[src/rtl/demux_striping_n_pkg.sv]
// Shared constants, lane-index type and pointer-advance helpers for the striping demux.
// Lane masking is compiled in only when DEMUX_LANE_MASK_EN is defined.
package demux_striping_pkg;

  localparam int DATA_W_DEF = 32;
  localparam int LANES_DEF  = 4;
  localparam int MAX_LANES  = 64;

  typedef logic [$clog2(LANES_DEF)-1:0] lane_idx_t;

`ifdef DEMUX_LANE_MASK_EN
  // Next enabled lane after cur, wrapping; returns cur when no lane is enabled.
  function automatic int unsigned next_lane(input int unsigned cur, input int unsigned lanes,
                                            input logic [MAX_LANES-1:0] en);
    int unsigned nxt;
    int unsigned cand;
    logic        found;
    nxt   = cur;
    found = 1'b0;
    for (int unsigned k = 1; k <= MAX_LANES; k++) begin
      if (!found && k <= lanes) begin
        cand = cur + k;
        if (cand >= lanes) cand = cand - lanes;
        if (en[cand]) begin
          nxt   = cand;
          found = 1'b1;
        end
      end
    end
    return nxt;
  endfunction

  function automatic int unsigned first_lane(input int unsigned lanes,
                                             input logic [MAX_LANES-1:0] en);
    int unsigned fst;
    logic        found;
    fst   = 0;
    found = 1'b0;
    for (int unsigned k = 0; k < MAX_LANES; k++) begin
      if (!found && k < lanes && en[k]) begin
        fst   = k;
        found = 1'b1;
      end
    end
    return fst;
  endfunction
`else
  function automatic int unsigned next_lane(input int unsigned cur, input int unsigned lanes);
    return (cur + 1 >= lanes) ? 0 : cur + 1;
  endfunction
`endif

endpackage

[src/rtl/demux_striping_n_if.sv]
// Bus bundle between the input stream source and the per-lane consumers.
interface demux_striping_n_if
  import demux_striping_pkg::*;
#(
  parameter int DATA_W = DATA_W_DEF,
  parameter int LANES  = LANES_DEF
);
  localparam int PTR_W = $clog2(LANES);

  logic [DATA_W-1:0]       data_in;
  logic                    valid_in;
  logic                    in_ready;
  logic                    realign;
  logic [LANES-1:0]        lane_en;
  logic [LANES-1:0]        ready_lane;
  logic [LANES*DATA_W-1:0] data_out;
  logic [LANES-1:0]        valid_out;
  logic [PTR_W-1:0]        ptr_out;

  modport master (
    output data_in, valid_in, realign, lane_en, ready_lane,
    input  in_ready, data_out, valid_out, ptr_out
  );

  modport slave (
    input  data_in, valid_in, realign, lane_en, ready_lane,
    output in_ready, data_out, valid_out, ptr_out
  );
endinterface

[src/rtl/demux_striping_n_stripe_lane_reg.sv]
// One-entry output register for a single lane; a load in the same cycle as a drain keeps it full.
module stripe_lane_reg
  import demux_striping_pkg::*;
#(
  parameter int DATA_W = DATA_W_DEF
) (
  input  logic              clk_2f,
  input  logic              reset_L,
  input  logic              load_i,
  input  logic              ready_i,
  input  logic [DATA_W-1:0] data_i,
  output logic [DATA_W-1:0] data_o,
  output logic              valid_o
);

  logic [DATA_W-1:0] data_q, data_d;
  logic              valid_q, valid_d;

  always_comb begin
    data_d  = data_q;
    valid_d = valid_q;
    if (load_i) begin
      data_d  = data_i;
      valid_d = 1'b1;
    end else if (valid_q && ready_i) begin
      valid_d = 1'b0;
    end
  end

  always_ff @(posedge clk_2f) begin
    if (!reset_L) begin
      data_q  <= '0;
      valid_q <= 1'b0;
    end else begin
      data_q  <= data_d;
      valid_q <= valid_d;
    end
  end

  assign data_o  = data_q;
  assign valid_o = valid_q;

endmodule

[src/rtl/demux_striping_n.sv]
// Round-robin striping demux: rotation pointer, input ready and LANES lane registers.
// Optional lane masking is enabled with DEMUX_LANE_MASK_EN.
module demux_striping_n
  import demux_striping_pkg::*;
#(
  parameter int DATA_W = DATA_W_DEF,
  parameter int LANES  = LANES_DEF
) (
  input logic              clk_2f,
  input logic              reset_L,
  demux_striping_n_if.slave bus
);

  localparam int PTR_W = $clog2(LANES);

  logic [PTR_W-1:0]        ptr_q, ptr_d;
  logic [DATA_W-1:0]       lane_data [LANES];
  logic                    lane_valid [LANES];
  logic [LANES*DATA_W-1:0] data_flat;
  logic [LANES-1:0]        valid_flat;
  logic                    sel_valid, sel_ready, sel_en;
  logic                    in_ready, acc;
  int unsigned             ptr_u, ptr_next, ptr_first;

  always_comb begin
    sel_valid = 1'b0;
    sel_ready = 1'b0;
    sel_en    = 1'b1;
    for (int i = 0; i < LANES; i++) begin
      if (ptr_q == PTR_W'(i)) begin
        sel_valid = lane_valid[i];
        sel_ready = bus.ready_lane[i];
`ifdef DEMUX_LANE_MASK_EN
        sel_en    = bus.lane_en[i];
`endif
      end
    end
  end

  assign in_ready = reset_L && sel_en && (!sel_valid || sel_ready);
  assign acc      = bus.valid_in && in_ready;
  assign ptr_u    = 32'(ptr_q);

`ifdef DEMUX_LANE_MASK_EN
  assign ptr_next  = next_lane(ptr_u, LANES, MAX_LANES'(bus.lane_en));
  assign ptr_first = first_lane(LANES, MAX_LANES'(bus.lane_en));
`else
  logic unused_lane_en;
  assign unused_lane_en = ^bus.lane_en;
  assign ptr_next       = next_lane(ptr_u, LANES);
  assign ptr_first      = 0;
`endif

  // A disabled current lane is stepped past even without an accept.
  always_comb begin
    ptr_d = ptr_q;
    if (bus.realign) begin
      ptr_d = PTR_W'(ptr_first);
    end else if (acc || !sel_en) begin
      ptr_d = PTR_W'(ptr_next);
    end
  end

  always_ff @(posedge clk_2f) begin
    if (!reset_L) begin
      ptr_q <= '0;
    end else begin
      ptr_q <= ptr_d;
    end
  end

  for (genvar g = 0; g < LANES; g++) begin : g_lane
    stripe_lane_reg #(.DATA_W(DATA_W)) u_lane (
      .clk_2f  (clk_2f),
      .reset_L (reset_L),
      .load_i  (acc && (ptr_q == PTR_W'(g))),
      .ready_i (bus.ready_lane[g]),
      .data_i  (bus.data_in),
      .data_o  (lane_data[g]),
      .valid_o (lane_valid[g])
    );
  end

  always_comb begin
    data_flat  = '0;
    valid_flat = '0;
    for (int i = 0; i < LANES; i++) begin
      data_flat[i*DATA_W +: DATA_W] = lane_data[i];
      valid_flat[i]                 = lane_valid[i];
    end
  end

  assign bus.data_out  = data_flat;
  assign bus.valid_out = valid_flat;
  assign bus.in_ready  = in_ready;
  assign bus.ptr_out   = ptr_q;

endmodule
[src/flat_wrapper.sv]
// flat-port wrapper written by rule: the top's interface ports become plain ports
module demux_striping_n_flat import demux_striping_pkg::*;
#(
  parameter int DATA_W = DATA_W_DEF,
  parameter int LANES  = LANES_DEF
)
  (clk_2f, reset_L, bus_data_in, bus_valid_in, bus_realign, bus_lane_en, bus_ready_lane, bus_in_ready, bus_data_out, bus_valid_out, bus_ptr_out);
  demux_striping_n_if #(.DATA_W(DATA_W), .LANES(LANES)) bus_i ();
  input logic clk_2f;
  input logic reset_L;
  input wire logic [$bits(bus_i.data_in)-1:0] bus_data_in;
  input wire logic [$bits(bus_i.valid_in)-1:0] bus_valid_in;
  input wire logic [$bits(bus_i.realign)-1:0] bus_realign;
  input wire logic [$bits(bus_i.lane_en)-1:0] bus_lane_en;
  input wire logic [$bits(bus_i.ready_lane)-1:0] bus_ready_lane;
  output wire logic [$bits(bus_i.in_ready)-1:0] bus_in_ready;
  output wire logic [$bits(bus_i.data_out)-1:0] bus_data_out;
  output wire logic [$bits(bus_i.valid_out)-1:0] bus_valid_out;
  output wire logic [$bits(bus_i.ptr_out)-1:0] bus_ptr_out;
  assign bus_i.data_in = bus_data_in;
  assign bus_i.valid_in = bus_valid_in;
  assign bus_i.realign = bus_realign;
  assign bus_i.lane_en = bus_lane_en;
  assign bus_i.ready_lane = bus_ready_lane;
  assign bus_in_ready = bus_i.in_ready;
  assign bus_data_out = bus_i.data_out;
  assign bus_valid_out = bus_i.valid_out;
  assign bus_ptr_out = bus_i.ptr_out;
  demux_striping_n #(.DATA_W(DATA_W), .LANES(LANES)) u_core (.clk_2f(clk_2f), .reset_L(reset_L), .bus(bus_i));
endmodule
[config.mk]
export PLATFORM = sky130hd
export DESIGN_NAME = demux_striping_n_flat
export DESIGN_NICKNAME = d
export VERILOG_FILES = /design/src/rtl/demux_striping_n_pkg.sv /design/src/rtl/demux_striping_n_if.sv /design/src/rtl/demux_striping_n_stripe_lane_reg.sv /design/src/rtl/demux_striping_n.sv /design/src/flat_wrapper.sv
export SDC_FILE = /design/constraint.sdc
export NUM_CORES = 1
export LEC_CHECK = 0
export ABC_AREA = 1
export BUFFER_PORTS_ARGS = -buffer_cell sky130_fd_sc_hd__buf_2
export CORE_UTILIZATION = 55
export CTS_CLUSTER_SIZE = 40
export DETAILED_ROUTE_END_ITERATION = 8
export PLACE_DENSITY = 0.94
export SLEW_MARGIN = 20
export SYNTH_ARGS = -nofsm -noshare
export SYNTH_HDL_FRONTEND = slang
export SYNTH_SLANG_ARGS = --single-unit
[constraint.sdc]
create_clock -name clk_2f -period 4.6 [get_ports clk_2f]
set_input_delay 0.46 -clock clk_2f [delete_from_list [all_inputs] [get_ports clk_2f]]
set_output_delay 0.46 -clock clk_2f [all_outputs]
set_load 0.05 [all_outputs]
; After elaboration in Yosys (flattened, before gate mapping)
; Index checks and enable logic that the tools add are counted.
[word_totals]
reg_bits = 134
inputBits = 44
output_inout_bits = 135
[op_classes]
n_reduce_logical = 18
bitwise = 1
add_sub_neg = 1
n_lt_le_gt_ge = 1
eq_ne = 3
muxes = 17
[ops]
columns = cell, n
row1 = two-way mux 1 bit, 16
row2 = logical AND 1 bit, 10
row3 = nonzero test 2 bit, 4
row4 = == test 2 bit (second input constant), 2
row5 = adder 2 x 1 -> 3 bit (second input constant), 1
row6 = >= comparator 3 bit (second input constant), 1
row7 = == test 2 x 1 -> 1 bit (second input constant), 1
row8 = logical NOT 2 bit, 1
row9 = two-way mux 2 bit, 1
row10 = OR reduction 2 bit, 1
row11 = logical NOT 1 bit, 1
row12 = logical OR 1 bit, 1
row13 = NOT 1 bit, 1

; Longest topological paths before layout
; Gate-level depths: netlist (run 1).
[logic_depth]
ltp_word = 11
depth_mapped = 13
mapped_depth_nobuf = 11

; Cells and area by module
; A second synthesis (run 1) with hierarchy kept.
[hier_totals]
hier_cells = 616
hier_area_um2 = 4906.0
[by_module_without_submodules]
columns = mod, n_inst, area_each_um2, cells_each, seq_area_each_um2
row1 = stripe_lane_reg, 4, 1156.1, 143, 660.6
row2 = demux_striping_n, 1, 281.5, 44, 40.0

; Least setup slack after synthesis (run 1)
; Ideal clock, no wire load.
[synth_timing]
path_kind = register -> register
startpoint = reg u_core.ptr_q[0], in the netlist u_core.bus.ptr_out[0]
endpoint = reg u_core.ptr_q[0], in the netlist u_core.bus.ptr_out[0]
n_path_buf = 0
required_ps = 4485
setup_ps = 115
arrival_time_ps = 2498
slack_ps = 1987
path_stages_with_launch = 11
period_less_slack_ps = 2613
cell_sequence = dfxtp_1 -> inv_1 -> ha_1 -> inv_1 -> nor2_1 -> nand2_1 -> nand3_1 -> a21oi_1 -> nand2_1 -> nor2_1 -> nor2_1
[synth_via]
elab_chain_cells = 9
[synth_rtl]
columns = element, line_no
row1 = start: declaration, demux_striping_n.sv:16  ; logic [PTR_W-1:0] ptr_q, ptr_d;
row2 = start signal: assignment, demux_striping_n.sv:68  ; ptr_q <= ptr_d;
row3 = logical NOT 2 bit, demux_striping_n.sv:30  ; if (ptr_q == PTR_W'(i)) begin
row4 = two-way mux 1 bit (4 in series), demux_striping_n.sv:30
row5 = logical NOT 1 bit, demux_striping_n.sv:40  ; assign in_ready = reset_L && sel_en && (!sel_valid || sel_ready);
row6 = logical OR 1 bit *, demux_striping_n.sv:40
row7 = logical AND 1 bit *, demux_striping_n.sv:40
row8 = via bus_in_ready, flat_wrapper.sv:16  ; output wire logic [$bits(bus_i.in_ready)-1:0] bus_in_ready;
row9 = logical AND 1 bit *, demux_striping_n.sv:41  ; assign acc = bus.valid_in && in_ready;
; Mark *: on every way through the listed nets, which the timed path passes. The rest lies on a longest branch.
; A chain may end at the register's enable or synchronous reset.

; Worst setup path after layout (run 1)
[layout_timing]
startpoint = reg u_core.ptr_q[0], in the netlist u_core.bus.ptr_out[0]
endpoint = reg u_core.g_lane[2].u_lane.data_q[18]
[layout_via]
elab_chain_cells = 10
[layout_rtl]
columns = element, line_no
row1 = logical NOT 2 bit, demux_striping_n.sv:30
row2 = two-way mux 1 bit (4 in series), demux_striping_n.sv:30
row3 = logical NOT 1 bit, demux_striping_n.sv:40
row4 = logical OR 1 bit, demux_striping_n.sv:40
row5 = logical AND 1 bit, demux_striping_n.sv:40
row6 = logical AND 1 bit, demux_striping_n.sv:41
row7 = logical AND 1 bit *, demux_striping_n.sv:76  ; .load_i (acc && (ptr_q == PTR_W'(g))),
row8 = end signal: assignment, demux_striping_n_stripe_lane_reg.sv:35  ; data_q <= data_d;
row9 = end: declaration, demux_striping_n_stripe_lane_reg.sv:16  ; logic [DATA_W-1:0] data_q, data_d;
; Mark *: on every way between the ends. The rest lies on a longest branch, timed or not.

==> impl_metrics.json, run 1 <==
{
  "status": "completed",
  "gp_congestion": 0.832,
  "cts_buffers": 17,
  "antenna_left": 0,
  "clock.fmax_mhz": 394,
  "nets": 1068,
  "synth-seq-cells": 134,
  "rsz0062_at_grt": "no",
  "grt.total_usage": 0.257,
  "antenna_found_initial": 0,
  "relSlewSlack": 0.524,
  "grt_max_degree": 71,
  "ir_drop_mv": 0.260,
  "cts_tree": "built",
  "layout_commonest_cell": "nand2_1",
  "crit-reg2reg-launch": "u_core.bus.ptr_out[0]$_SDFFE_PP0N_",
  "grt_pass1_vias": 4832,
  "cpMostUsedCell": "nand2_1",
  "fill_cells": 797,
  "layout_common_cells": "nand2_1 (265), nor2_1 (264), buf_2 (173), inv_1 (140), dfxtp_1 (134)",
  "num_rows": 36,
  "maxCapViolCount": 0,
  "synth_area_sq_um": 5670,
  "seq_area_frac_synth": 0.473,
  "cts.clk_slew.worst_paths_ns": 0.06,
  "syn_area_per_cell_sq_um": 6.54,
  "tns_ns": 0,
  "r2r_cells": 12,
  "clock_latency_ns": 0.51,
  "vias": 5298,
  "tightest_slew_ns": 0.713,
  "leakagePower_nw": 4.31,
  "hp-start": "bus_realign",
  "r2r_slack_ns": 2.06,
  "drt_iter0_drc": 328,
  "cts.sinks": 134,
  "slowest_stage": "nand4_1",
  "fin_area_sq_um": 7040,
  "finalHoldViolations": 0,
  "timing.rr.end": "u_core.g_lane[2].u_lane.data_o[18]$_SDFFE_PN0P_",
  "htreeDepth": 4,
  "cts-root-buf": "clkbuf_8",
  "synth_cell_types": 15,
  "die_h_um": 104,
  "period_share": 0.551,
  "grt_pass1_wl_mm": 22.5,
  "setup_viol": 0,
  "hp-class": "in2reg",
  "wire_per_inst_um": 11.5,
  "drt_wl_total_mm": 13.4,
  "postCtsSetupBuffers": 0,
  "syn2layout_area_growth_pct": 24.2,
  "start_util": 0.574,
  "min_to": "u_core.bus.ptr_out[0]$_SDFFE_PP0N_",
  "vias_per_cell": 4.55,
  "coreArea_sq_um": 9860,
  "crit_chain": "inv_1 > ha_1 > inv_1 > nor2_1 > nand2_1 > nand3_1 > nand2_2 > nand4_1 > buf_4 > nand2_1 > nand2_1 > nor2_1",
  "slew_violations": 0,
  "place_area_sq_um": 6400,
  "diodes": 0,
  "cts_resized": 0,
  "yosys_warnings": 0,
  "drc": 0,
  "crit_path_end_kind": "flip-flop",
  "critPathKind": "reg2reg",
  "io_buffers": 174,
  "dp_hpwl_mm": 8.60,
  "drive_gt1_frac": 0.205,
  "dr.pass1.iters": 5,
  "max_stage_delay_ns": 0.52,
  "dieWidth_um": 104,
  "crit_required_ns": 5.03,
  "synth.net_count": 915,
  "fin_total_pwr_mw": 2.94,
  "synthCells": 867,
  "worstSetupStartpointType": "flip-flop",
  "grt_overflow": 0,
  "dp_slack_ns": 1.87,
  "period_minus_slack_ns": 2.54,
  "ios": 179,
  "fp.dieArea_sq_um": 10700,
  "finClkSkew_ns": 0.0124,
  "hold_buffers": 0,
  "crit_fanout": 50,
  "hold_depth": 4,
  "p_per_area_nw_per_um2": 418,
  "clockBufferDepth": 2,
  "arrival_ns": 2.97,
  "setup_ws_ns": 2.06
}
synth_stat cells:
cell type / instances / area (sq um)
buf_4: 11 / 82.6
nand2_2: 1 / 6.26
buf_2: 4 / 20.0
nor2_1: 264 / 991
o21ai_1: 1 / 5.00
nand2_1: 265 / 995
inv_1: 140 / 526
clkbuf_1: 12 / 45.0
a21oi_1: 6 / 30.0
buf_1: 2 / 7.51
dfxtp_1: 134 / 2680
ha_1: 4 / 50.1
nand4_1: 4 / 25.0
nand3_1: 2 / 10.0
buf_6: 17 / 191
sequential cells by signal, indices dropped and copies added (netlist names):
register / cells
u_core.g_lane.u_lane.valid_o: 4
u_core.bus.ptr_out: 2
u_core.g_lane.u_lane.data_o: 128
area by class of cell:
class / count / area [sq um] / share of cell area
Sequential cell: 134 / 2680 / 0.381
Multi-Input combinational cell: 547 / 2110 / 0.300
Timing Repair Buffer: 180 / 918 / 0.131
Inverter: 140 / 526 / 0.0747
Clock buffer: 18 / 428 / 0.0608
Clock inverter: 13 / 204 / 0.0290
Tap cell: 133 / 166 / 0.0236
cell families (layout without fill, tap and decap cells):
kind of cell,Yosys count,count (layout),synth area share
AOI/OAI and AO/OA,7,7,0.00618
adders and majority gates,4,4,0.00883
DFF,134,134,0.473
and+or+nand+nor,536,536,0.358
buffers and inverters,186,351,0.154
report_power, final:
| part | internal (mW) | switching [mW] |
|---|---|---|
| registers | 1.19 | 0.0156 |
| logic | 0.0667 | 0.225 |
| clock network | 0.945 | 0.496 |
metal layers:
layer / GRT usage / share of wire
met5: 0 / 0
met4: 0.135 / 0.034
met2: 0.432 / 0.48
met3: 0.0610 / 0.056
met1: 0.304 / 0.43
worst max-delay path, delay by kind of cell, from the launching register on:
kind / cells / cell delay, ns
buffers and inverters: 3 / 0.68
adders and majority gates: 1 / 0.23
DFF: 1 / 0.40
and+or+nand+nor: 8 / 1.11
worst max path at each step:
stage / start / to / slack (ns)
2_1_floorplan: u_core.bus.ptr_out[0]$_SDFFE_PP0N_ / u_core.bus.ptr_out[0]$_SDFFE_PP0N_ / 1.99
3_3_place_gp: reset_L / u_core.g_lane[2].u_lane.data_o[12]$_SDFFE_PN0P_ / 1.92
3_5_place_dp: reset_L / u_core.g_lane[2].u_lane.data_o[17]$_SDFFE_PN0P_ / 1.87
4_1_cts: u_core.bus.ptr_out[0]$_SDFFE_PP0N_ / u_core.g_lane[2].u_lane.data_o[18]$_SDFFE_PN0P_ / 2.05
5_1_grt: u_core.bus.ptr_out[0]$_SDFFE_PP0N_ / u_core.g_lane[2].u_lane.data_o[27]$_SDFFE_PN0P_ / 1.81
6_report: u_core.bus.ptr_out[0]$_SDFFE_PP0N_ / u_core.g_lane[2].u_lane.data_o[18]$_SDFFE_PN0P_ / 2.06
metrics by stage:
step           instances  hold WS (ns)   util
2_1_floorplan        867         0.457      -
3_3_place_gp        1134         0.469  0.649
3_5_place_dp        1134         0.471  0.649
4_1_cts             1165         0.188  0.713
5_1_grt             1165         0.211  0.713
6_report            1165         0.210  0.713
No activity file was read; power rests on OpenSTA's default activity.
==> run 2: changes to the inputs <==
--- a/config.mk
+++ b/config.mk
@@ -7,10 +7,10 @@
 export LEC_CHECK = 0
 export ABC_AREA = 1
 export BUFFER_PORTS_ARGS = -buffer_cell sky130_fd_sc_hd__buf_2
-export CORE_UTILIZATION = 55
+export CORE_UTILIZATION = 46
 export CTS_CLUSTER_SIZE = 40
 export DETAILED_ROUTE_END_ITERATION = 8
-export PLACE_DENSITY = 0.94
+export PLACE_DENSITY = 0.85
 export SLEW_MARGIN = 20
 export SYNTH_ARGS = -nofsm -noshare
 export SYNTH_HDL_FRONTEND = slang
==> constraint.sdc (replaced) <==
create_clock -name clk_2f -period 2.3 [get_ports clk_2f]
set_input_delay 0.23 -clock clk_2f [delete_from_list [all_inputs] [get_ports clk_2f]]
set_output_delay 0.23 -clock clk_2f [all_outputs]
set_load 0.05 [all_outputs]
==> impl_metrics.json, run 2 (synthesis results as in run 1) <==
{
  "status": "completed",
  "gp_congestion": 0.770,
  "crit-reg2reg-launch": "u_core.bus.ptr_out[0]$_SDFFE_PP0N_",
  "setup_ws_ns": 0.207,
  "drt_wl_total_mm": 13.7,
  "largest_register_ffs": 128,
  "slew_violations": 0,
  "layout_common_cells": "nand2_1 (265), nor2_1 (264), buf_2 (173), inv_1 (140), dfxtp_1 (134)",
  "vias": 5226,
  "cts.sinks": 134,
  "ios": 179,
  "antenna_left": 0,
  "critPathKind": "reg2out",
  "syn2layout_area_growth_pct": 26.3,
  "worstSetupStartpointType": "flip-flop",
  "crit_path_end_kind": "output pin",
  "cts_tree": "built",
  "leakagePower_nw": 4.36,
  "drt_iter0_drc": 415,
  "cts_resized": 0,
  "ir_drop_mv": 0.410,
  "clockBufferDepth": 2,
  "nets": 1073,
  "rsz0062_at_grt": "no",
  "postCtsSetupBuffers": 0,
  "hold_buffers": 0,
  "dp_hpwl_mm": 8.79,
  "p_per_area_nw_per_um2": 836,
  "num_rows": 40,
  "tightest_slew_ns": 0.848,
  "antenna_found_initial": 0,
  "io_buffers": 174,
  "dp_slack_ns": 0.355,
  "finalHoldViolations": 0,
  "start_util": 0.472,
  "crit_path_start": "u_core.bus.ptr_out[0]$_SDFFE_PP0N_",
  "grt_pass1_wl_mm": 22.2,
  "drive_gt1_frac": 0.211,
  "dieWidth_um": 113,
  "maxCapViolCount": 0,
  "finClkSkew_ns": 0.00827,
  "setup_viol": 0,
  "hp-start": "bus_ready_lane[1]",
  "hp-class": "in2reg",
  "crit_fanout": 5,
  "crit_required_ns": 2.07,
  "grt_overflow": 0,
  "dr.pass1.iters": 4,
  "cts.clk_slew.worst_paths_ns": 0.06,
  "cts-root-buf": "clkbuf_16",
  "grt_pass1_vias": 4639,
  "cts_buffers": 17,
  "coreArea_sq_um": 12000,
  "clock.fmax_mhz": 478,
  "grt_max_degree": 83,
  "fp.dieArea_sq_um": 12800,
  "wire_per_inst_um": 11.5,
  "arrival_ns": 1.86,
  "fill_cells": 1090,
  "vias_per_cell": 4.41,
  "relSlewSlack": 0.434,
  "register_area_sq_um": 2680,
  "layout_commonest_cell": "nand2_1",
  "diodes": 0,
  "period_minus_slack_ns": 2.09,
  "clock_latency_ns": 0.42,
  "multi_input_area_sq_um": 2120,
  "period_share": 0.910,
  "grt.total_usage": 0.221,
  "die_h_um": 113,
  "tns_ns": 0,
  "drc": 0,
  "htreeDepth": 4
}
-- run 2: cell count changes in the layout (fill, tap and decap cells not counted) --
| cell | change |
|---|---|
| clkinvlp_4 | +1 |
| clkbuf_16 | +1 |
| buf_4 | +2 |
| inv_6 | -1 |
| a21oi_1 | -1 |
| buf_12 | +3 |
| a21oi_2 | +1 |
-- run 2: layer usage --
layer / routed length [um] / part of all wire / GRT usage
met5: 0 / 0 / 0
met1: 6130 / 0.45 / 0.263
met4: 434 / 0.032 / 0.115
met3: 809 / 0.059 / 0.0648
met2: 6280 / 0.46 / 0.362
-- run 2: power breakdown --
| group | leakage (nW) | switching, mW | internal, mW |
|---|---|---|---|
| logic | 2.95 | 0.454 | 0.138 |
| registers | 1.09 | 0.0317 | 2.39 |
| clock network | 0.319 | 0.998 | 1.97 |
| total | 4.36 | 1.48 | 4.50 |
-- run 2: layout make-up --
type	instances	share of cell area
clock buffers	19	0.0633
multi-input cells	547	0.296
clock inverters	13	0.0283
well taps	147	0.0257
repair buffers	185	0.139
inverters	140	0.0734
flip-flops and latches	134	0.375
-- run 2: worst paths after layout --
check,slack (ns),cells past startpoint,to
hold / removal,0.06,4,u_core.g_lane[1].u_lane.valid_o$_SDFFE_PN0P_
hold reg to reg,0.48,2,u_core.g_lane[1].u_lane.valid_o$_SDFFE_PN0P_
setup reg to reg,0.30,9,u_core.g_lane[1].u_lane.data_o[2]$_SDFFE_PN0P_
setup / recovery,0.21,8,bus_in_ready
-- run 2: stage by stage --
step	util	cell area, sq um	total power [mW]	hold slack, ns	cells
global route	0.596	7160	6.21	0.0764	1185
CTS	0.596	7160	6.04	0.0486	1185
floorplan	-	5670	2.90	0.365	867
global placement	0.541	6500	3.05	0.471	1153
detailed placement	0.541	6500	3.06	0.473	1153
finish	0.596	7160	5.98	0.0643	1185
-- run 2: worst max-delay path, cell delays in order (launching register included) --
cell	delay [ns]
dfxtp_1	0.40
inv_1	0.10
ha_1	0.22
inv_1	0.06
nor2_1	0.03
nand2_1	0.06
nand3_1	0.11
a21oi_2	0.17
buf_2	0.28
==> run 3: changes to the inputs <==
--- a/config.mk
+++ b/config.mk
@@ -11,6 +11,7 @@
 export CTS_CLUSTER_SIZE = 40
 export DETAILED_ROUTE_END_ITERATION = 8
 export PLACE_DENSITY = 0.85
+export RECOVER_POWER = 50
 export SLEW_MARGIN = 20
 export SYNTH_ARGS = -nofsm -noshare
 export SYNTH_HDL_FRONTEND = slang
==> constraint.sdc (replaced) <==
create_clock -name clk_2f -period 1.7 [get_ports clk_2f]
set_input_delay 0.17 -clock clk_2f [delete_from_list [all_inputs] [get_ports clk_2f]]
set_output_delay 0.17 -clock clk_2f [all_outputs]
set_load 0.05 [all_outputs]
==> impl_metrics.json, run 3 (synthesis results as in run 1) <==
{
  "status": "finished, violations left",
  "failed_checks": "negative setup slack",
  "dp.cells": 1156,
  "grt_max_degree": 130,
  "vias": 5743,
  "drc": 0,
  "drt_wl_total_mm": 18.9,
  "fin_total_pwr_mw": 7.50,
  "setup_viol": 133,
  "place_area_sq_um": 6620,
  "clock_latency_ns": 0.41,
  "grt_overflow": 0,
  "timing.rr.end": "u_core.g_lane[3].u_lane.data_o[9]$_SDFFE_PN0P_",
  "period_minus_slack_ns": 1.93,
  "die_h_um": 113,
  "cts.sinks": 134,
  "drt_iter0_drc": 396,
  "io_buffers": 174,
  "htreeDepth": 4,
  "hp-class": "in2reg",
  "largest_register_ffs": 128,
  "crit_path_end_kind": "flip-flop",
  "hold_depth": 4,
  "cts.clk_slew.worst_paths_ns": 0.06,
  "crit_required_ns": 2.04,
  "clock.fmax_mhz": 519,
  "critPathKind": "reg2reg",
  "num_rows": 40,
  "fin_area_sq_um": 8520,
  "p_int_mw": 5.44,
  "relSlewSlack": 0.562,
  "fill_cells": 945,
  "grt.total_usage": 0.266,
  "crit-reg2reg-launch": "u_core.bus.ptr_out[0]$_SDFFE_PP0N_",
  "leakagePower_nw": 4.44,
  "rsz0062_at_grt": "yes",
  "diodes": 0,
  "swShare": 0.274,
  "dr.pass1.iters": 5,
  "crit_fanout": 9,
  "hp-start": "bus_ready_lane[0]",
  "period_share": 1.13,
  "combPwrFrac": 0.139,
  "antenna_found_initial": 0,
  "layout_commonest_cell": "nor2_1",
  "ir_drop_mv": 0.800,
  "syn2layout_area_growth_pct": 50.3,
  "dieWidth_um": 113,
  "maxCapViolCount": 0,
  "nets": 1118,
  "p_per_area_nw_per_um2": 880,
  "layout_common_cells": "nor2_1 (196), nand2_1 (171), inv_1 (136), dfxtp_1 (132), buf_2 (105)",
  "min_to": "u_core.g_lane[0].u_lane.valid_o$_SDFFE_PN0P_",
  "tightest_slew_ns": 0.660,
  "slew_violations": 0,
  "seq_power_share": 0.437,
  "cts-root-buf": "clkbuf_16",
  "dp_hpwl_mm": 8.59,
  "finClkSkew_ns": 0.00953,
  "vias_per_cell": 4.68,
  "setup_ws_ns": -0.227,
  "fin_cells": 1228,
  "coreArea_sq_um": 12000,
  "gp_congestion": 0.786,
  "finalHoldViolations": 0,
  "worstSetupStartpointType": "flip-flop",
  "start_util": 0.472,
  "p_clk_frac": 0.424,
  "antenna_left": 0,
  "power_switching_mw": 2.05,
  "cts_tree": "built",
  "r2r_cells": 14,
  "r2r_slack_ns": -0.23,
  "ios": 179,
  "cts_buffers": 17,
  "fp.dieArea_sq_um": 12800,
  "clockBufferDepth": 2,
  "arrival_ns": 2.27,
  "drive_gt1_frac": 0.340,
  "grt_pass1_wl_mm": 26.2,
  "wire_per_inst_um": 15.4,
  "grt_pass1_vias": 5234
}
[run 3: changes by cell type in the layout (fill, tap and decap cells not counted), sizes merged]
cell / previous run / this run
buf: 185 / 153
bufinv: 5 / 0
clkbuf: 19 / 100
clkinvlp: 2 / 0
dlygate4sd3: 0 / 1
[run 3: timing repair]
action / CTS / global route
hold buffers: 1 / 0
gates cloned: 16 / 12
pin swaps: 6 / 37
buffers inserted: 17 / 6
gates resized for setup: 68 / 184
endpoints found under the setup margin: 108 / 133
hold endpoints to repair: 2 / 0
[run 3: per-stage QoR]
stage / hold WS (ns) / setup TNS, ns / util / setup slack [ns]
6_report: 0.0284 / -21.14 / 0.709 / -0.227
5_1_grt: 0.0439 / -30.64 / 0.709 / -0.283
4_1_cts: 0.0108 / -9.44 / 0.663 / -0.146
3_5_place_dp: 0.426 / -1.14 / 0.551 / -0.0463
3_3_place_gp: 0.421 / 0 / 0.551 / 0.0194
2_1_floorplan: 0.305 / 0 / - / 0.00766
[run 3: layout make-up]
class                   instances  area (sq um)  area share
clock inverters                 6          30.0     0.00352
repair buffers                230          1820       0.213
well taps                     147           184      0.0216
flip-flops and latches        134          2690       0.316
clock buffers                  24           472      0.0554
inverters                     140           533      0.0626
multi-input cells             547          2790       0.328
[run 3: layer usage]
| metal | up-vias | global-route usage | wire length, um |
|---|---|---|---|
| met1 | 2636 | 0.333 | 8140 |
| met3 | 30 | 0.0616 | 1170 |
| met4 | 0 | 0.116 | 286 |
| met2 | 196 | 0.440 | 9320 |
| li1 | 2881 | - | - |
| met5 | - | 0 | 0 |
[run 3: worst max path at each step]
| stage | from | endpoint |
|---|---|---|
| after floorplan | u_core.bus.ptr_out[0]$_SDFFE_PP0N_ | u_core.bus.ptr_out[0]$_SDFFE_PP0N_ |
| after global placement | u_core.bus.ptr_out[0]$_SDFFE_PP0N_ | u_core.g_lane[3].u_lane.data_o[18]$_SDFFE_PN0P_ |
| after detailed placement | u_core.bus.ptr_out[1]$_SDFFE_PP0N_ | u_core.g_lane[3].u_lane.data_o[20]$_SDFFE_PN0P_ |
| after CTS | u_core.bus.ptr_out[0]$_SDFFE_PP0N_ | bus_in_ready |
| after global routing | u_core.bus.ptr_out[0]$_SDFFE_PP0N_ | u_core.g_lane[3].u_lane.data_o[6]$_SDFFE_PN0P_ |
| final | u_core.bus.ptr_out[0]$_SDFFE_PP0N_ | u_core.g_lane[3].u_lane.data_o[9]$_SDFFE_PN0P_ |
[run 3: power by group through the flow]
stage | Sequential (mW) | Clock [mW] | Combinational (mW)
5_1_grt | 3.28 | 3.33 | 1.11
6_report | 3.28 | 3.18 | 1.04
4_1_cts | 3.27 | 3.20 | 0.989
3_5_place_dp | 3.34 | 0 | 0.821
3_3_place_gp | 3.33 | 0 | 0.814
2_1_floorplan | 3.64 | 0 | 0.291
[run 3: critical path: stages (launching register included)]
cell and delay, ns:
dfxtp_4 0.41, inv_6 0.06, ha_4 0.16, inv_2 0.04, nor2_1 0.03, nand2_1 0.07
nand3_2 0.09, buf_6 0.14, nand2_4 0.07, nand4_1 0.14, buf_8 0.21, buf_16 0.16
nand2_4 0.05, nand2_2 0.05, nor2_2 0.16
